===== src/rtl/transpose_tile_ctrl.sv =====
// Tile sequencer for the circulant transpose buffer: fill, transposed drain, column stream.
// Optional perf counters are built when TRANSPOSE_TILE_CTRL_PERF_EN is defined.
module transpose_tile_ctrl #(
  parameter int MATRIX_DIM = 4,
  parameter int MEM_WIDTH  = 8,
  parameter int ROW_WIDTH  = MATRIX_DIM * MEM_WIDTH,
  parameter int ADDR_LEN   = $clog2(MATRIX_DIM),
  parameter int READ_LAT   = 3,
  parameter int FIFO_DEPTH = 4
) (
  input  logic                 clk,
  input  logic                 rst,
  input  logic                 in_valid,
  output logic                 in_ready,
  input  logic [ROW_WIDTH-1:0] in_data,
  output logic                 out_valid,
  input  logic                 out_ready,
  output logic [ROW_WIDTH-1:0] out_data,
  output logic                 out_last,
  output logic                 tile_done,
  output logic                 buf_wen,
  output logic [ADDR_LEN-1:0]  buf_waddr,
  output logic [ROW_WIDTH-1:0] buf_wdata,
  output logic                 buf_ren,
  output logic [ADDR_LEN-1:0]  buf_raddr,
  input  logic [ROW_WIDTH-1:0] buf_rdata
`ifdef TRANSPOSE_TILE_CTRL_PERF_EN
  ,
  output logic [31:0]          perf_tiles,
  output logic [31:0]          perf_stall
`endif
);

  localparam int IFW = $clog2(READ_LAT + 1);
  localparam int CW  = $clog2(FIFO_DEPTH + 1);
  localparam int SW  = ((IFW > CW) ? IFW : CW) + 1;
  localparam int PW  = (FIFO_DEPTH > 1) ? $clog2(FIFO_DEPTH) : 1;
  localparam logic [ADDR_LEN-1:0] LAST_IDX = ADDR_LEN'(MATRIX_DIM - 1);

  typedef enum logic [1:0] {
    FILL,
    DRAIN,
    FLUSH
  } state_e;

  state_e state_q, state_d;
  logic [ADDR_LEN-1:0] wr_cnt_q, wr_cnt_d;
  logic [ADDR_LEN-1:0] rd_cnt_q, rd_cnt_d;
  logic [READ_LAT-1:0] tag_v_q, tag_v_d;
  logic [READ_LAT-1:0] tag_l_q, tag_l_d;
  logic                done_q, done_d;
  logic                rd_last;

  logic [ROW_WIDTH-1:0] fifo_data_q [FIFO_DEPTH];
  logic                 fifo_last_q [FIFO_DEPTH];
  logic [PW-1:0]        wr_ptr_q, rd_ptr_q;
  logic [CW-1:0]        cnt_q;

  logic [IFW-1:0] inflight;
  logic           fifo_empty;
  logic           push;
  logic           pop;
  logic           head_last;
  logic           credit;

  function automatic logic [PW-1:0] ptr_inc(input logic [PW-1:0] p);
    if (p == PW'(FIFO_DEPTH - 1)) return '0;
    return p + PW'(1);
  endfunction

  always_comb begin
    inflight = '0;
    for (int i = 0; i < READ_LAT; i++) begin
      inflight = inflight + IFW'(tag_v_q[i]);
    end
  end

  assign fifo_empty = (cnt_q == '0);
  assign push       = tag_v_q[READ_LAT-1];
  assign pop        = !fifo_empty && out_ready;
  assign head_last  = !fifo_empty && fifo_last_q[rd_ptr_q];

  // A pop this cycle already frees its slot for a new read.
  assign credit = (SW'(inflight) + SW'(cnt_q) - SW'(pop)) < SW'(FIFO_DEPTH);

  assign out_valid = !fifo_empty;
  assign out_data  = fifo_empty ? '0 : fifo_data_q[rd_ptr_q];
  assign out_last  = head_last;
  assign tile_done = done_q;

  always_comb begin
    state_d   = state_q;
    wr_cnt_d  = wr_cnt_q;
    rd_cnt_d  = rd_cnt_q;
    done_d    = 1'b0;
    rd_last   = 1'b0;
    in_ready  = 1'b0;
    buf_wen   = 1'b0;
    buf_waddr = '0;
    buf_wdata = '0;
    buf_ren   = 1'b0;
    buf_raddr = '0;
    unique case (state_q)
      FILL: begin
        in_ready  = 1'b1;
        buf_wen   = in_valid;
        buf_wdata = in_data;
        if (in_valid) begin
          buf_waddr = wr_cnt_q;
          if (wr_cnt_q == LAST_IDX) begin
            wr_cnt_d = '0;
            state_d  = DRAIN;
          end else begin
            wr_cnt_d = wr_cnt_q + ADDR_LEN'(1);
          end
        end
      end
      DRAIN: begin
        if (credit) begin
          buf_ren   = 1'b1;
          buf_raddr = rd_cnt_q;
          rd_last   = (rd_cnt_q == LAST_IDX);
          if (rd_last) begin
            rd_cnt_d = '0;
            state_d  = FLUSH;
          end else begin
            rd_cnt_d = rd_cnt_q + ADDR_LEN'(1);
          end
        end
      end
      FLUSH: begin
        if (pop && head_last && (inflight == '0)) begin
          state_d = FILL;
          done_d  = 1'b1;
        end
      end
      default: state_d = FILL;
    endcase
  end

  always_comb begin
    tag_v_d    = '0;
    tag_l_d    = '0;
    tag_v_d[0] = buf_ren;
    tag_l_d[0] = buf_ren && rd_last;
    for (int i = 1; i < READ_LAT; i++) begin
      tag_v_d[i] = tag_v_q[i-1];
      tag_l_d[i] = tag_l_q[i-1];
    end
  end

  always_ff @(posedge clk) begin
    if (rst) begin
      state_q  <= FILL;
      wr_cnt_q <= '0;
      rd_cnt_q <= '0;
      tag_v_q  <= '0;
      tag_l_q  <= '0;
      done_q   <= 1'b0;
    end else begin
      state_q  <= state_d;
      wr_cnt_q <= wr_cnt_d;
      rd_cnt_q <= rd_cnt_d;
      tag_v_q  <= tag_v_d;
      tag_l_q  <= tag_l_d;
      done_q   <= done_d;
    end
  end

  always_ff @(posedge clk) begin
    if (rst) begin
      wr_ptr_q <= '0;
      rd_ptr_q <= '0;
      cnt_q    <= '0;
      for (int i = 0; i < FIFO_DEPTH; i++) begin
        fifo_data_q[i] <= '0;
        fifo_last_q[i] <= 1'b0;
      end
    end else begin
      if (push) begin
        fifo_data_q[wr_ptr_q] <= buf_rdata;
        fifo_last_q[wr_ptr_q] <= tag_l_q[READ_LAT-1];
        wr_ptr_q <= ptr_inc(wr_ptr_q);
      end
      if (pop) begin
        rd_ptr_q <= ptr_inc(rd_ptr_q);
      end
      cnt_q <= cnt_q + CW'(push) - CW'(pop);
    end
  end

`ifdef TRANSPOSE_TILE_CTRL_PERF_EN
  logic [31:0] perf_tiles_q;
  logic [31:0] perf_stall_q;
  logic        stall;

  assign stall = (state_q == DRAIN) && !credit;

  always_ff @(posedge clk) begin
    if (rst) begin
      perf_tiles_q <= '0;
      perf_stall_q <= '0;
    end else begin
      if (done_q && !(&perf_tiles_q)) begin
        perf_tiles_q <= perf_tiles_q + 32'd1;
      end
      if (stall && !(&perf_stall_q)) begin
        perf_stall_q <= perf_stall_q + 32'd1;
      end
    end
  end

  assign perf_tiles = perf_tiles_q;
  assign perf_stall = perf_stall_q;
`endif

endmodule


===== config.mk =====
export PLATFORM = sky130hd
export DESIGN_NAME = transpose_tile_ctrl
export DESIGN_NICKNAME = d
export VERILOG_FILES = /design/src/rtl/transpose_tile_ctrl.sv
export SDC_FILE = /design/constraint.sdc
export NUM_CORES = 1
export LEC_CHECK = 0
export CORE_AREA = 4 4 100 196
export CTS_CLUSTER_DIAMETER = 200
export CTS_CLUSTER_SIZE = 28
export DETAILED_ROUTE_END_ITERATION = 16
export DIE_AREA = 0 0 104 200
export HOLD_SLACK_MARGIN = 0.06
export PLACE_DENSITY_LB_ADDON = 0.3
export SYNTH_ARGS = -nofsm -noshare
export SYNTH_HDL_FRONTEND = slang
export SYNTH_SLANG_ARGS = --single-unit

===== constraint.sdc =====
create_clock -name clk -period 8.9 [get_ports clk]
set_input_delay 2.67 -clock clk [delete_from_list [all_inputs] [get_ports clk]]
set_output_delay 2.67 -clock clk [all_outputs]
set_load 0.01 [all_outputs]

======== After elaboration in Yosys (flattened, before gate mapping) ========
Memory sizes are Yosys's and may differ from the RTL's. A register that Yosys moved wholly into a read port is not among the register bits.
Index checks and enable logic that the tools add are counted.
cells by class
  reductions and logical operators ........ 15
  mux-type cells .......................... 46
  eq/ne operators ......................... 11
  $lt $le $gt $ge ......................... 1
  add/subtract/negate cells ............... 10
  bitwise operators ....................... 1
operator list
  operator                                                                      count
  32-bit two-way mux                                                            3
  2-bit two-way mux                                                             21
  32-bit OR reduction                                                           1
  1-bit two-way mux                                                             21
  2-bit == test, second input constant                                          5
  2-bit inequality test, second input constant                                  5
  2-bit by 1-bit adder with 2-bit output, second input constant                 4
  2-bit case mux with 3 select lines                                            1
  1-bit logical AND                                                             5
  5-bit AND reduction                                                           1
  2-bit by 3-bit adder with 4-bit output                                        1
  2-bit logical NOT                                                             2
  4-bit by 3-bit less-than comparator with 1-bit output, second input constant  1
  2-bit AND reduction                                                           2
  4-bit by 1-bit subtractor with 4-bit output                                   1
  3-bit by 1-bit adder with 3-bit output                                        1
  3-bit logical NOT                                                             1
  3-bit by 1-bit subtractor with 3-bit output                                   1
  1-bit by 1-bit adder with 2-bit output                                        1
  2-bit by 1-bit adder with 2-bit output                                        1
  2-bit by 1-bit == test with 1-bit output, second input constant               1
  2-bit OR reduction                                                            1
  1-bit logical NOT                                                             1
  1-bit NOT                                                                     1
  1-bit OR reduction                                                            1
word-level totals
  bits in writable memories ............... 132
  register bits after elaboration ......... 20
  bits of input ports ..................... 68
  logic and storage cells ................. 95
  output and inout bits ................... 74
  memories ................................ 2
memories
  memory       words  bits a word  rd ports  clocked after memory_dff  wr ports  RTL line  text
  fifo_data_q  4      32           1         1                         4         54        logic [ROW_WIDTH-1:0] fifo_data_q [FIFO_DEPTH];
  fifo_last_q  4      1            1         1                         4         55        logic fifo_last_q [FIFO_DEPTH];

======== Logic depth before layout (Yosys ltp) ========
Gate-level depths: netlist (run 1).
  depth in word-level cells ............... 8
  depth in mapped cells ................... 12
  depth with buffers taken out ............ 11

======== Least setup slack after synthesis (run 1) ========
No wires, ideal clock.
  path type ............................... input to output
  start ................................... input port out_ready
  end ..................................... output port buf_raddr[0]
  path slack .............................. 1861 ps
  stages on the path ...................... 9
  arrival ................................. 4369 ps
  data required time ...................... 6230 ps
  buffers on the path ..................... 0
  path through ............................ nand2_1 > inv_1 > ha_1 > inv_1 > ha_1 > and3b_1 > or4_4 > a21oi_4 > and2_2
on the way
  longest elaborated chain between the ends .. 5
ends and longest elaborated chain
  what                                                   RTL line  text
  start: declaration                                     17        input logic out_ready,
  1-bit logical AND                                      80        assign pop = !fifo_empty && out_ready;
  named net pop                                          62        logic pop;
  4-bit by 1-bit subtractor with 4-bit output            84        assign credit = (SW'(inflight) + SW'(cnt_q) - SW'(pop)) < SW'(FIFO_DEPTH);
  4-bit by 3-bit less-than comparator with 1-bit output  84
  2-bit two-way mux                                      119       if (credit) begin
  2-bit two-way mux                                      103       unique case (state_q)
  end: declaration                                       25        output logic [ADDR_LEN-1:0] buf_raddr,
The timed path passes the listed nets, and every way through them passes these cells.

======== Final worst setup path (run 1) ========
  start ................................... input port out_ready
  end ..................................... output port buf_raddr[1]
Same word-level chain as after synthesis.

==> impl_metrics.env, run 1 <==
export IMPL_final_hold_viol_count=0
export IMPL_ant_nets=0
export IMPL_swShare=0.266
export IMPL_num_io_pins=142
export IMPL_synth_compound_area_frac=0.00841
export IMPL_syn2layout_area_growth_pct=30.4
export IMPL_relSlewSlack=0.326
export IMPL_critical_path_startpoint_type="primary input"
export IMPL_root_buffer="clkbuf_16"
export IMPL_hpwlAfterDp_um=10500
export IMPL_antenna_found_initial=1
export IMPL_p_clk_frac=0.325
export IMPL_p_int_mw=1.47
export IMPL_cts_hold_buf=0
export IMPL_peakVddDrop_v=0.000114
export IMPL_cp_required_ps=6230
export IMPL_synth_nets=584
export IMPL_fillers=1558
export IMPL_ys_warn_count=0
export IMPL_cts_clk_slew_worst_paths_ps=60
export IMPL_design_area_sq_mm=0.00931
export IMPL_reg2reg_slack_ps=5510
export IMPL_fin_tns_setup_ps=0
export IMPL_portBuffers=141
export IMPL_synthSimpleGateAreaFrac=0.211
export IMPL_post_cts_buffers=0
export IMPL_post_drt_wl_per_cell_um=18.9
export IMPL_syn_cell_area_sq_mm=0.00714
export IMPL_finalMaxSlewViolations=0
export IMPL_grt_pass1_vias=4859
export IMPL_pre_cts_slack_ps=685
export IMPL_fin_worst_skew_ps=9.49
export IMPL_grt_overflow=0
export IMPL_syn_inst=504
export IMPL_rsz0062_at_grt="no"
export IMPL_grt_total_usage=0.164
export IMPL_timing_fmax_ghz=0.121
export IMPL_nets=720
export IMPL_clock_sinks=154
export IMPL_p_leak_nw=3.41
export IMPL_drt_wl_total_um=16400
export IMPL_synth_xor_area_frac=0.00368
export IMPL_htreeDepth=4
export IMPL_die_h_um=200
export IMPL_mostFrequentLayoutCells="and2_1, clkdlybuf4s50_1, edfxtp_1"
export IMPL_critPathMaxFanout=8
export IMPL_clockBufferDepth=2
export IMPL_worstMarginPinSlew_ps=1010
export IMPL_std_cell_rows=70
export IMPL_cts_made_buffers=17
export IMPL_synth_adder_area_share=0.0231
export IMPL_worstHoldPathCells=1
export IMPL_crit_path_end_kind="output port"
export IMPL_hp_class="reg -> reg"
export IMPL_power_share_sequential=0.417
export IMPL_placed_area_sq_mm=0.00877
export IMPL_combPwrFrac=0.258
export IMPL_drcViolationCount=0
export IMPL_path_class="in -> out"
export IMPL_grt_max_degree=37
export IMPL_r2r_start="cnt_q[0]$_SDFF_PP0_"
export IMPL_cts_tree="yes"
export IMPL_detail_route_iter0_violations=207
export IMPL_ys_flop_type="edfxtp_1"
export IMPL_drv_cap=0
export IMPL_regToRegEndpoint="rd_cnt_q[0]$_SDFFE_PP0P_"
export IMPL_whs_ps=445
export IMPL_ff_latch_area_sq_mm=0.00441
export IMPL_finalSetupViolations=0
export IMPL_drt_vias_per_instance=4.98
export IMPL_ys_seq_elements=154
export IMPL_initial_utilization=0.392
export IMPL_fin_crit_sh=0.928
export IMPL_r2r_cells=10
export IMPL_hold_start="tag_l_q[0]$_SDFF_PP0_"
export IMPL_switchingPower_mw=0.533
export IMPL_yosysUniqueCellTypes=34
export IMPL_multi_input_area_sq_mm=0.00259
export IMPL_setup_ws_ps=645
export IMPL_first_pass_iters=4
export IMPL_synth_area_mux_share=0.113
export IMPL_async_flop_share=0
export IMPL_num_vias=4327
export IMPL_grt_pass1_wl_um=25900
export IMPL_dieArea_sq_mm=0.0208
export IMPL_ys_seq_area_frac=0.617
export IMPL_min_to="tag_l_q[1]$_SDFF_PP0_"
export IMPL_period_minus_slack_ps=8260
export IMPL_synth_edf_count=132
export IMPL_die_w_um=104
export IMPL_synth_top_family_by_area="simple AND/OR/NAND/NOR gates"
export IMPL_coreArea_sq_mm=0.0182
export IMPL_drive_gt1_frac=0.130
export IMPL_globalplace_congestion=0.756
export IMPL_syn_area_per_cell_sq_um=14.2
export IMPL_insertion_delay_ps=420
export IMPL_outcome="completed"
export IMPL_final_common_cell="and2_1"
export IMPL_cts_resized=0
export IMPL_cp_arrival_ps=5590
export IMPL_powerDensity_mw_per_mm2=216
-- through the flow --
stage,std cells,utilization,total power [mW]
2_1_floorplan,504,-,1.13
3_3_place_gp,837,0.481,1.37
3_5_place_dp,837,0.481,1.38
4_1_cts,868,0.511,2.03
5_1_grt,869,0.511,2.10
6_report,869,0.511,2.01
-- logic make-up (layout without fill, tap and decap cells) --
kind of cell | after synthesis | count (layout)
AOI/OAI and AO/OA | 7 | 7
xor gates and xnor gates | 3 | 3
and+or+nand+nor | 246 | 246
adders and majority gates | 12 | 12
buffers and inverters | 43 | 191
other | 0 | 1
muxes | 39 | 39
DFF | 154 | 154
-- area by class of cell --
type / count / area share
Multi-Input combinational cell: 307 / 0.278
Tap cell: 216 / 0.0290
Clock buffer: 18 / 0.0461
Clock inverter: 13 / 0.0114
Sequential cell: 154 / 0.473
Antenna cell: 1 / 0.000269
Inverter: 13 / 0.00524
Timing Repair Buffer: 147 / 0.156
-- sequential cells by signal, indices dropped and copies added (netlist names), named ones only --
signal	count
cnt_q	3
fifo_data_q	128
fifo_last_q	4
rd_cnt_q	2
rd_ptr_q	2
state_q	2
tag_l_q	3
tag_v_q	3
tile_done	1
wr_cnt_q	2
wr_ptr_q	2
-- power groups by stage --
stage | combinational [mW] | sequential (mW) | clock [mW]
2_1_floorplan | 0.293 | 0.837 | 0
3_3_place_gp | 0.517 | 0.851 | 0
3_5_place_dp | 0.529 | 0.853 | 0
4_1_cts | 0.531 | 0.838 | 0.665
5_1_grt | 0.565 | 0.841 | 0.699
6_report | 0.517 | 0.837 | 0.653
-- critical path, cell delays in order --
cell	delay, ps
clkdlybuf4s50_1	510
nand2_1	110
inv_1	140
ha_1	160
inv_1	50
ha_1	260
and3b_1	180
or4_4	510
a21oi_4	260
and2_2	190
clkdlybuf4s50_1	530
-- cell usage after synthesis, drive strengths merged, types with 2 or more instances --
cell type	number	area [sq um]
and3	3	20.0
clkbuf	25	93.8
mux4	33	743
fa	2	40.0
nand3	3	15.0
or3	2	13.8
nand2	8	30.0
edfxtp	132	3960
ha	10	125
buf	5	25.0
dfxtp	22	440
a21oi	3	26.3
xnor2	3	26.3
or2	3	18.8
mux2i	5	50.1
nor3	2	10.0
nor3b	3	22.5
and2	201	1260
inv	13	48.8
nor2	10	37.5
nor2b	7	43.8
-- how the worst max path moves through the flow --
stage	start	to	slack, ps	depth (start not counted)
final	out_ready	buf_raddr[1]	640	11
after global routing	out_ready	buf_raddr[1]	460	11
after CTS	out_ready	buf_raddr[0]	640	11
after detailed placement	out_ready	buf_raddr[1]	690	11
after global placement	out_ready	buf_raddr[0]	740	11
after floorplan	out_ready	buf_raddr[0]	1860	9
-- routing by layer --
layer	track usage	wire length [um]	vias up
li1	-	-	2043
met3	0.0328	613	20
met2	0.316	9390	92
met4	0.0666	326	0
met1	0.175	6070	2172
met5	0	0	-
No activity file was read; power rests on OpenSTA's default activity.
==> run 2, diff against run 1 <==
- clock period: 8.9 -> 10 ns (I/O delays scaled with it)
==> impl_metrics.env, run 2 (same netlist as run 1, synthesis figures left out) <==
export IMPL_clock_sinks=154
export IMPL_drt_wl_total_um=16500
export IMPL_drcViolationCount=0
export IMPL_finalMaxSlewViolations=0
export IMPL_clockBufferDepth=2
export IMPL_first_pass_iters=5
export IMPL_critPathMaxFanout=8
export IMPL_cts_made_buffers=17
export IMPL_top_regs="fifo_data_q x128, fifo_last_q x4"
export IMPL_num_vias=4342
export IMPL_min_to="tag_l_q[2]$_SDFF_PP0_"
export IMPL_powerDensity_mw_per_mm2=197
export IMPL_period_minus_slack_ps=8870
export IMPL_cts_resized=0
export IMPL_globalplace_congestion=0.756
export IMPL_grt_max_degree=37
export IMPL_grt_pass1_wl_um=25900
export IMPL_root_buffer="clkbuf_16"
export IMPL_nets=720
export IMPL_grt_met1_usage=0.168
export IMPL_crit_path_end_kind="output port"
export IMPL_fin_tns_setup_ps=0
export IMPL_initial_utilization=0.392
export IMPL_portBuffers=141
export IMPL_top_register="fifo_data_q"
export IMPL_finalSetupViolations=0
export IMPL_htreeDepth=4
export IMPL_mostFrequentLayoutCells="and2_1, clkdlybuf4s50_1, edfxtp_1"
export IMPL_dieArea_sq_mm=0.0208
export IMPL_path_class="in -> out"
export IMPL_fin_crit_sh=0.887
export IMPL_die_h_um=200
export IMPL_grt_use_met3=0.0296
export IMPL_std_cell_rows=70
export IMPL_coreArea_sq_mm=0.0182
export IMPL_die_w_um=104
export IMPL_fin_worst_skew_ps=5.83
export IMPL_critical_path_startpoint_type="primary input"
export IMPL_grt_overflow=0
export IMPL_syn2layout_area_growth_pct=31.3
export IMPL_cts_hold_buf=0
export IMPL_detail_route_iter0_violations=195
export IMPL_cp_slowest_cell="clkdlybuf4s50_1"
export IMPL_drv_cap=0
export IMPL_peakVddDrop_v=0.000100
export IMPL_p_total_mw=1.85
export IMPL_reg2reg_slack_ps=6650
export IMPL_drive_gt1_frac=0.133
export IMPL_cp_arrival_ps=5870
export IMPL_grt_pass1_vias=4856
export IMPL_fillers=1543
export IMPL_post_cts_buffers=0
export IMPL_timing_fmax_ghz=0.113
export IMPL_hpwlAfterDp_um=10500
export IMPL_worstMarginPinSlew_ps=980
export IMPL_final_hold_viol_count=0
export IMPL_outcome="completed"
export IMPL_regToRegEndpoint="rd_cnt_q[0]$_SDFFE_PP0P_"
export IMPL_crit_path_cell_trace="clkdlybuf4s50_1, nand2_1, inv_1, ha_1, inv_1, ha_1, and3b_1, or4_4, a21oi_4, and2_2, clkdlybuf4s50_1"
export IMPL_grt_total_usage=0.164
export IMPL_antenna_found_initial=1
export IMPL_worstHoldPathCells=1
export IMPL_cts_clk_slew_worst_paths_ps=60
export IMPL_grt_busiest_layer="met2"
export IMPL_rsz0062_at_grt="no"
export IMPL_fin_util=0.514
export IMPL_path_buf_inv=4
export IMPL_relSlewSlack=0.347
export IMPL_use_met2=0.321
export IMPL_max_stage_delay_ps=530
export IMPL_post_drt_wl_per_cell_um=19.0
export IMPL_r2r_start="cnt_q[1]$_SDFF_PP0_"
export IMPL_num_io_pins=142
export IMPL_insertion_delay_ps=410
export IMPL_critPathTopFamily="buffers and inverters"
export IMPL_final_common_cell="and2_1"
export IMPL_p_leak_nw=3.44
export IMPL_cts_tree="yes"
export IMPL_largest_register_ffs=128
export IMPL_ant_nets=0
export IMPL_hold_start="tag_l_q[1]$_SDFF_PP0_"
export IMPL_cp_required_ps=7000
export IMPL_r2r_cells=10
export IMPL_hp_class="reg -> reg"
export IMPL_drt_vias_per_instance=4.99
==> run 2: cell types whose count changed in the layout (fill, tap and decap cells not counted), sizes merged <==
| cell | delta |
|---|---|
| clkinvlp | -1 |
| inv | +2 |
| bufinv | +2 |
| clkinv | -1 |
| clkbuf | -1 |
==> run 2: layout make-up <==
type | instances | area [sq um] | share of cell area
Tap cell | 216 | 270 | 0.0288
Clock buffer | 17 | 425 | 0.0454
Multi-Input combinational cell | 307 | 2590 | 0.276
Timing Repair Buffer | 147 | 1460 | 0.155
Inverter | 13 | 48.8 | 0.00521
Clock inverter | 15 | 175 | 0.0187
Antenna cell | 1 | 2.50 | 0.000267
Sequential cell | 154 | 4410 | 0.470
==> run 2: worst register-to-register path, delay by kind of cell (launching register included) <==
| kind | cells | cell delay [ps] |
|---|---|---|
| adder cells (fa/ha/maj) | 2 | 410 |
| buffers and inverters | 2 | 160 |
| multiplexers | 1 | 320 |
| flip-flops | 1 | 340 |
| AND/OR/NAND/NOR | 4 | 1750 |
| AO/OA/AOI/OAI | 1 | 260 |
==> run 2: per-stage QoR <==
step	hold WS, ps	setup slack, ps	area, sq um	std cells
floorplan	414	2300	7140	504
global placement	425	1180	8770	837
detailed placement	434	1140	8770	837
CTS	459	1130	9370	869
global route	477	958	9370	870
finish	458	1130	9370	870
==> run 2: worst max-delay path by stage <==
stage / depth (start not counted) / start / to
CTS: 11 / out_ready / buf_raddr[1]
floorplan: 9 / out_ready / buf_raddr[0]
global placement: 11 / out_ready / buf_raddr[0]
global route: 11 / out_ready / buf_raddr[1]
finish: 11 / out_ready / buf_raddr[1]
detailed placement: 11 / out_ready / buf_raddr[1]
==> run 2: layer usage <==
| layer | vias to the layer above | part of all wire |
|---|---|---|
| met5 | - | 0 |
| met2 | 91 | 0.59 |
| met1 | 2190 | 0.36 |
| li1 | 2047 | - |
| met4 | 0 | 0.018 |
| met3 | 14 | 0.032 |
==> run 2: report_power, final <==
group	internal [mW]	total [mW]	leakage, nW	switching, mW
sequential	0.724	0.745	1.54	0.0212
clock	0.393	0.645	0.289	0.253
combinational	0.250	0.458	1.61	0.209
total	1.37	1.85	3.44	0.483
==> run 3, diff against run 2 <==
- ABC_CLOCK_PERIOD_IN_PS: not set -> 10000
==> results of run 3 <==
No change in the layout: final DEF, timing and power equal those of run 2.
